File: src/rtl/femto_demux_pkg.sv
// Shared channel encodings and default widths for the 1:4 buffered demux.
// Latency: n/a (declarations only).
// Backpressure: n/a.
package femto_demux_pkg;

    localparam int N_DEFAULT     = 32;
    localparam int DEPTH_DEFAULT = 2;
    localparam int NUM_CH        = 4;
    localparam int OCC_W         = 3;

    typedef enum logic [1:0] {
        CH_A = 2'd0,
        CH_B = 2'd1,
        CH_C = 2'd2,
        CH_D = 2'd3
    } chan_e;

    function automatic logic [NUM_CH-1:0] chan_decode(input logic [1:0] s);
        logic [NUM_CH-1:0] oh;
        oh    = '0;
        oh[s] = 1'b1;
        return oh;
    endfunction

endpackage

File: src/rtl/demux_chan_fifo.sv
// Per-channel FIFO (DEPTH 2 or 4) with registered head, no data reset.
// Latency: a push is visible at dout/count one cycle later.
// Backpressure: push while full is accepted only together with a pop.
module demux_chan_fifo
    import femto_demux_pkg::*;
#(
    parameter int N     = N_DEFAULT,
    parameter int DEPTH = DEPTH_DEFAULT
) (
    input  logic             clk,
    input  logic             rst_n,
    input  logic             push,
    input  logic             pop,
    input  logic [N-1:0]     din,
    output logic [N-1:0]     dout,
    output logic [OCC_W-1:0] count,
    output logic             full,
    output logic             empty
);

    // DEPTH is a power of two, so pointers wrap by plain overflow.
    localparam int PW = (DEPTH > 2) ? 2 : 1;

    logic [N-1:0]  mem [DEPTH];
    logic [PW-1:0] rd_ptr;
    logic [PW-1:0] wr_ptr;
    logic          do_push;
    logic          do_pop;

    assign empty   = (count == '0);
    assign full    = (count == OCC_W'(DEPTH));
    assign do_pop  = pop & ~empty;
    assign do_push = push & (~full | do_pop);
    assign dout    = mem[rd_ptr];

    always_ff @(posedge clk or negedge rst_n) begin
        if (!rst_n) begin
            rd_ptr <= '0;
            wr_ptr <= '0;
            count  <= '0;
        end else begin
            if (do_push) wr_ptr <= wr_ptr + PW'(1);
            if (do_pop)  rd_ptr <= rd_ptr + PW'(1);
            count <= count + OCC_W'(do_push) - OCC_W'(do_pop);
        end
    end

    always_ff @(posedge clk) begin
        if (do_push) mem[wr_ptr] <= din;
    end

endmodule

File: src/rtl/one_four_demux_buf.sv
// Routes one input word stream into four independently drained channel FIFOs.
// Latency: one cycle from accepted push to out_valid; no data bypass.
// Backpressure: in_ready follows fullness of the selected channel, allowing pop-and-push when full.
module one_four_demux_buf
    import femto_demux_pkg::*;
#(
    parameter int N     = N_DEFAULT,
    parameter int DEPTH = DEPTH_DEFAULT
) (
    input  logic                    clk,
    input  logic                    rst_n,
    input  logic                    in_valid,
    input  logic [N-1:0]            in_data,
    input  logic [1:0]              sel,
    output logic                    in_ready,
    output logic [NUM_CH-1:0]       out_valid,
    output logic [N-1:0]            out_a,
    output logic [N-1:0]            out_b,
    output logic [N-1:0]            out_c,
    output logic [N-1:0]            out_d,
    input  logic [NUM_CH-1:0]       out_ready,
    output logic [NUM_CH*OCC_W-1:0] occ
);

    logic [NUM_CH-1:0] push;
    logic [NUM_CH-1:0] pop;
    logic [NUM_CH-1:0] full;
    logic [NUM_CH-1:0] empty;
    logic [N-1:0]      dout  [NUM_CH];
    logic [OCC_W-1:0]  count [NUM_CH];

    // A full channel can still take a word if its head leaves on the same edge.
    assign in_ready  = ~full[sel] | (out_ready[sel] & ~empty[sel]);
    assign push      = chan_decode(sel) & {NUM_CH{in_valid & in_ready}};
    assign pop       = out_ready & ~empty;
    assign out_valid = ~empty;

    for (genvar k = 0; k < NUM_CH; k++) begin : g_chan
        demux_chan_fifo #(
            .N     (N),
            .DEPTH (DEPTH)
        ) u_chan (
            .clk   (clk),
            .rst_n (rst_n),
            .push  (push[k]),
            .pop   (pop[k]),
            .din   (in_data),
            .dout  (dout[k]),
            .count (count[k]),
            .full  (full[k]),
            .empty (empty[k])
        );
    end

    assign out_a = dout[CH_A];
    assign out_b = dout[CH_B];
    assign out_c = dout[CH_C];
    assign out_d = dout[CH_D];
    assign occ   = {count[CH_D], count[CH_C], count[CH_B], count[CH_A]};

endmodule

File: config.mk
export PLATFORM = sky130hd
export DESIGN_NAME = one_four_demux_buf
export DESIGN_NICKNAME = d
export VERILOG_FILES = /design/src/rtl/femto_demux_pkg.sv /design/src/rtl/demux_chan_fifo.sv /design/src/rtl/one_four_demux_buf.sv
export SDC_FILE = /design/constraint.sdc
export NUM_CORES = 1
export LEC_CHECK = 0
export BUFFER_PORTS_ARGS = -buffer_cell sky130_fd_sc_hd__buf_4
export CAP_MARGIN = 30
export CORE_MARGIN = 3
export CORE_UTILIZATION = 40
export DETAILED_ROUTE_END_ITERATION = 16
export PLACE_DENSITY = 0.68
export SYNTH_ARGS = -nofsm -noshare
export SYNTH_HDL_FRONTEND = slang
export SYNTH_HIERARCHICAL = 1
export SYNTH_SLANG_ARGS = --single-unit
File: constraint.sdc
create_clock -name clk -period 4.8 [get_ports clk]
set_clock_uncertainty 0.05 [all_clocks]
set_input_delay 0.72 -clock clk [delete_from_list [all_inputs] [get_ports clk]]
set_output_delay 0.72 -clock clk [all_outputs]
set_load 0.01 [all_outputs]
---- Yosys cells after proc, flatten, opt, wreduce, memory -nomap -nowiden ----
Memories as Yosys holds them, arrays and structs flattened.
Index checks and enable logic that the tools add are counted.
operators by class
  add/subtract/negate cells ............... 16
  $lt $le $gt $ge ......................... 2
  eq/ne operators ......................... 4
  mux-type cells .......................... 16
  bitwise logic cells ..................... 28
  reduce and logical (&&, ||, !) cells .... 5
operators with widths
  cell                 number
  $add 3x1->3          4
  $eq 3x2->1 const B   4
  $logic_not 3->1      4
  $mux 1               12
  $sub 3x1->3          4
  $and 1x1->1          10
  $not 1->1            10
  $add 1x1->1 const B  8
  $and 4x4->4          2
  $bmux 1 s2           3
  $or 1x1->1           5
  $not 4->4            1
  $lt 2x3->1 const B   1
  $demux 1 s2          1
  $ge 2x1->1 const B   1
  $logic_and 1x1->1    1
storage, ports and cells
  register bits ........................... 20
  RAM bits ................................ 256
  input port bits ......................... 41
  output and inout port bits .............. 145
  logic and storage cells ................. 87
  memories ................................ 4
memory list
  memory                words  width  read ports  clocked after memory_dff  wr ports  RTL line               RTL
  g_chan[0].u_chan.mem  2      32     1           0                         1         demux_chan_fifo.sv:24  logic [N-1:0] mem [DEPTH];
  g_chan[1].u_chan.mem  2      32     1           0                         1         demux_chan_fifo.sv:24
  g_chan[2].u_chan.mem  2      32     1           0                         1         demux_chan_fifo.sv:24
  g_chan[3].u_chan.mem  2      32     1           0                         1         demux_chan_fifo.sv:24

---- Depth between registers and ports, before layout ----
  depth in word-level cells ............... 11
  mapped depth ............................ 11
  depth with buffers taken out ............ 11

---- Modules after synthesis ----
The synthesis kept the hierarchy.
by module, submodules not included
  module              times used  cells each  area an instance (µm²)  sequential area each (µm²)
  demux_chan_fifo     4           122         2573.7                  2047.0
  one_four_demux_buf  1           17          141.4                   0.0

---- Worst setup path after synthesis ----
Ideal clock, no wire load.
  kind .................................... input -> register
  start ................................... in out_ready[0]
  end ..................................... mem g_chan[0].u_chan/mem[0][0] in the netlist's numbering (enable)
  library setup time ...................... 0.421 ns
  arrival ................................. 3.045 ns
  required time ........................... 4.329 ns
  slack ................................... 1.284 ns
  cell stages on the path ................. 5
  buffers on the path ..................... 0
  cell sequence ........................... nor2b_1 > nand2b_1 > nor4bb_1 > o41ai_4 > nor2_1
between the ends
  longest elaborated chain between the ends .. 9
  elaborated cells between the ends (all ways) .. 12
  classes of those cells .................. mux: 4; bitwise: 8
RTL lines
  what                          RTL line                  RTL
  start: declaration            one_four_demux_buf.sv:21  input logic [NUM_CH-1:0] out_ready,
  $bmux 1 s2                    one_four_demux_buf.sv:33  assign in_ready = ~full[sel] | (out_ready[sel] & ~empty[sel]);
  $mux 1 (not written as such)  one_four_demux_buf.sv:33
  $and 1x1->1                   one_four_demux_buf.sv:33
  $or 1x1->1                    one_four_demux_buf.sv:33
  $and 1x1->1                   one_four_demux_buf.sv:34  assign push = chan_decode(sel) & {NUM_CH{in_valid & in_ready}};
  $and 4x4->4                   one_four_demux_buf.sv:34
  net push[0]                   one_four_demux_buf.sv:25  logic [NUM_CH-1:0] push;
  $and 1x1->1                   demux_chan_fifo.sv:33     assign do_push = push & (~full | do_pop);
  $mux 1                        demux_chan_fifo.sv:49     if (do_push) mem[wr_ptr] <= din;
  $mux 1 (not written as such)  demux_chan_fifo.sv:49
  end: declaration              demux_chan_fifo.sv:24
The timed path passes the listed nets, and every way through them passes these cells. The select of a mux whose other input is x is not followed.

---- Final worst setup path ----
  start ................................... reg g_chan[0].u_chan.count[2]
  end ..................................... reg g_chan[0].u_chan.count[2]
between the ends
  elaborated cells between the ends (all ways) .. 21
  classes of those cells .................. add/sub: 2; eq/ne: 1; mux: 4; bitwise: 13; reduce/logical: 1
RTL lines
  what                      RTL line                  RTL
  start: declaration        demux_chan_fifo.sv:16     output logic [OCC_W-1:0] count,
  start signal: assignment  demux_chan_fifo.sv:44     count <= count + OCC_W'(do_push) - OCC_W'(do_pop);
  $logic_not 3->1 (*)       demux_chan_fifo.sv:30     assign empty = (count == '0);
  net empty[0]              one_four_demux_buf.sv:28  logic [NUM_CH-1:0] empty;
  $not 4->4 (*)             one_four_demux_buf.sv:35  assign pop = out_ready & ~empty;
  $and 4x4->4 (*)           one_four_demux_buf.sv:35
  net pop[0]                one_four_demux_buf.sv:26  logic [NUM_CH-1:0] pop;
  $and 1x1->1 (*)           demux_chan_fifo.sv:32     assign do_pop = pop & ~empty;
  $or 1x1->1                demux_chan_fifo.sv:33
  $and 1x1->1               demux_chan_fifo.sv:33
  $add 3x1->3               demux_chan_fifo.sv:44
  $sub 3x1->3 (*)           demux_chan_fifo.sv:44
Mark *: on every way through the listed nets, which the timed path passes. The rest lies on a longest branch. The select of a mux whose other input is x is not followed.
A chain may end at the register's enable or synchronous reset.

==> run metrics <==
gr ovfl total 0; CTS-repair resized insts 0; initial antenna violation count 0; status complete, no violations; CTS tree built; ys flop type edfxtp_1; Clock Sinks 276; post-layout net count 765; # diodes 0; I/O pin count approximately 190; yosys warns 6; die width 168 um; Num CTS Buffers 28; Cells after Synth approximately 500; flop-to-flop setup slack around 1.7 ns; vias in the first global route approximately 5500; fmax 0.321 GHz; Die H between 150 and 200 um; Mapped Nets ~560; Rel. slew slack 0.369; row cnt 58; Clock transition at path regs about 0.06 ns; Final min period about 3.1 ns; final worst setup slack 1.68 ns; post-route setup TNS 0 ns; gp weighted congestion ~0.73; Seq/Total Area, Yosys 0.785; placed insts around 1000; Residual DRC 0; Clock Latency Late Sink around 0.52 ns; Post-synth EDFFs ~260; crit path launch type flip-flop; Final Non-Filler Cells approximately 1100; top-area cell type share of the netlist area 0.737; Synth area leader edfxtp_1; CTS Hold Buffers Added 0; Slew Viols, Final 0; CP Max Fanout 5; ys async rst share 0.0725; placed inst area 12400 um^2; top cells by area, synth edfxtp_1 (74%), mux2_2 (14%), dfrtp_1 (4.8%); reg-to-reg startpoint g_chan[0].u_chan/count[2]$_DFF_PN0_; Crit Path Category flip-flop to flip-flop; 1st-pass router iterations 4; worst slew pin tran approximately 0.95 ns; Mean Syn Cell Area 20.7 um^2; Vias roughly 5200; VDD IR-drop max around 0.27 mV; layout cells sized above 1 0.520; routed len/inst 20.6 um; H-tree levels 1; DP Worst Slack between 1 and 1.5 ns; Worst Path Arrival around 3.5 ns; Via density approximately 4.9; Worst R2R Path Depth 11; hold slack 0.0219 ns; largest net degree at the start of global routing 34; Hold Path Class input pin to asynchronous set/reset pin; DR iter-0 viols 330; post-DP HPWL about 15 mm; starting density of the core 0.411; share of the clock period used by the worst path 0.650; post-synthesis register bit count ~280; Static Leak ~4.8 nW; core box area roughly 25000 um^2; multi-input logic area 2150 um^2; max_cap viols 0; Critical R2R Capture g_chan[0].u_chan/count[2]$_DFF_PN0_; Clock Path Buffers 3; Distinct cells, synth 20; Fillers ~2000; Total GRT Usage 0.154; port bufs approximately 190; unrepaired setup endpoints after global routing no; die area around 28000 um^2; Routed Wire Length approximately 22 mm; Area growth syn-to-layout 27.3%; post-route ant nets 0; PD cells between 500 and 600 nW/um^2; fin area approximately 13000 um^2; CP Data Required Time 5.20 ns; mapped cell area between 10000 and 15000 um^2; CTS Root Cell clkbuf_16; Crit. End Element flip-flop; FF/Latch Area roughly 8200 um^2; Fin. Hold Viols 0; postcts setup bufs 0; Final setup viols 0; global-route wire length before repair about 33 mm
[report_power, final]
part | switching [mW] | leakage, nW | internal, mW
clock network | 0.822 | 0.415 | 1.18
logic | 0.894 | 1.81 | 1.12
registers | 0.410 | 2.55 | 2.90
total | 2.13 | 4.77 | 5.20
[layer usage]
layer	GRT usage	share of wire	vias up	routed length, um
met1	0.210	0.43	2671	9390
met5	0	0	-	0
met3	0.0338	0.064	27	1410
met2	0.256	0.49	163	10700
met4	0.0327	0.016	0	343
li1	-	-	2362	-
[metrics by stage]
stage,utilization,power [mW]
CTS,0.521,7.42
global route,0.523,7.68
detailed placement,0.487,5.39
finish,0.523,7.32
global placement,0.481,5.30
floorplan,-,4.34
[critical path, cell delays in order, from the launching register on]
cell	delay (ns)
dfrtp_1	0.47
nor3_1	0.13
nor2b_1	0.28
nand2b_1	0.17
nor4bb_1	0.38
o41ai_4	0.23
ha_1	0.33
inv_1	0.05
ha_1	0.19
fa_1	0.39
xor2_1	0.22
xnor2_1	0.14
[cells in the final DEF, fill, tap and decap left out, drive strengths merged]
| master | instances |
|---|---|
| mux4 | 1 |
| nand2b | 4 |
| bufinv | 1 |
| edfxtp | 256 |
| clkinv | 8 |
| o41ai | 4 |
| and4 | 1 |
| nor2 | 8 |
| nor2b | 8 |
| and4b | 2 |
| nor4bb | 1 |
| dfrtp | 20 |
| ha | 8 |
| nor3 | 8 |
| xor2 | 8 |
| fa | 4 |
| mux2 | 128 |
| buf | 193 |
| clkinvlp | 1 |
| inv | 20 |
| clkbuf | 39 |
| xnor2 | 8 |
[worst max path at each step]
stage / startpoint / end / slack, ns / cells past startpoint
floorplan: out_ready[0] / g_chan[0].u_chan/mem[0][0]$_DFFE_PP_ / 1.28 / 5
global placement: out_ready[0] / g_chan[0].u_chan/count[2]$_DFF_PN0_ / 1.56 / 11
detailed placement: out_ready[0] / g_chan[0].u_chan/count[2]$_DFF_PN0_ / 1.50 / 11
CTS: g_chan[0].u_chan/count[2]$_DFF_PN0_ / g_chan[0].u_chan/count[2]$_DFF_PN0_ / 1.68 / 11
global route: g_chan[0].u_chan/count[2]$_DFF_PN0_ / g_chan[0].u_chan/count[2]$_DFF_PN0_ / 1.42 / 11
finish: g_chan[0].u_chan/count[2]$_DFF_PN0_ / g_chan[0].u_chan/count[2]$_DFF_PN0_ / 1.68 / 11
[flip-flops by register name, summed over array words and instances (netlist names)]
signal / count
g_chan.u_chan/wr_ptr: 4
g_chan.u_chan/rd_ptr: 4
g_chan.u_chan/count: 12
g_chan.u_chan/mem: 256
[final cells by class]
| type | count | area share |
|---|---|---|
| clock buffer | 39 | 0.0590 |
| clock inverter | 10 | 0.00537 |
| inverter | 20 | 0.00565 |
| multi-input combinational | 193 | 0.162 |
| sequential | 276 | 0.617 |
| tap | 330 | 0.0311 |
| timing repair buffer | 193 | 0.120 |
[logic make-up after synthesis]
logic type	count (synthesis)	share of synthesized area
simple gates	32	0.0191
buf+inv	36	0.0149
xor+xnor	16	0.0134
mux	129	0.140
fa+ha+maj	12	0.0173
flops	276	0.785
compound gates	4	0.0106
[cells in the mapped netlist (8+ instances only)]
library cell	number
dfrtp_1	20
nor3_1	8
nor2b_1	8
ha_1	8
inv_1	16
mux2_2	128
xor2_1	8
edfxtp_1	256
xnor2_1	8
buf_2	16
nor2_1	8
Note: power is estimated with default switching activity, not from simulation.
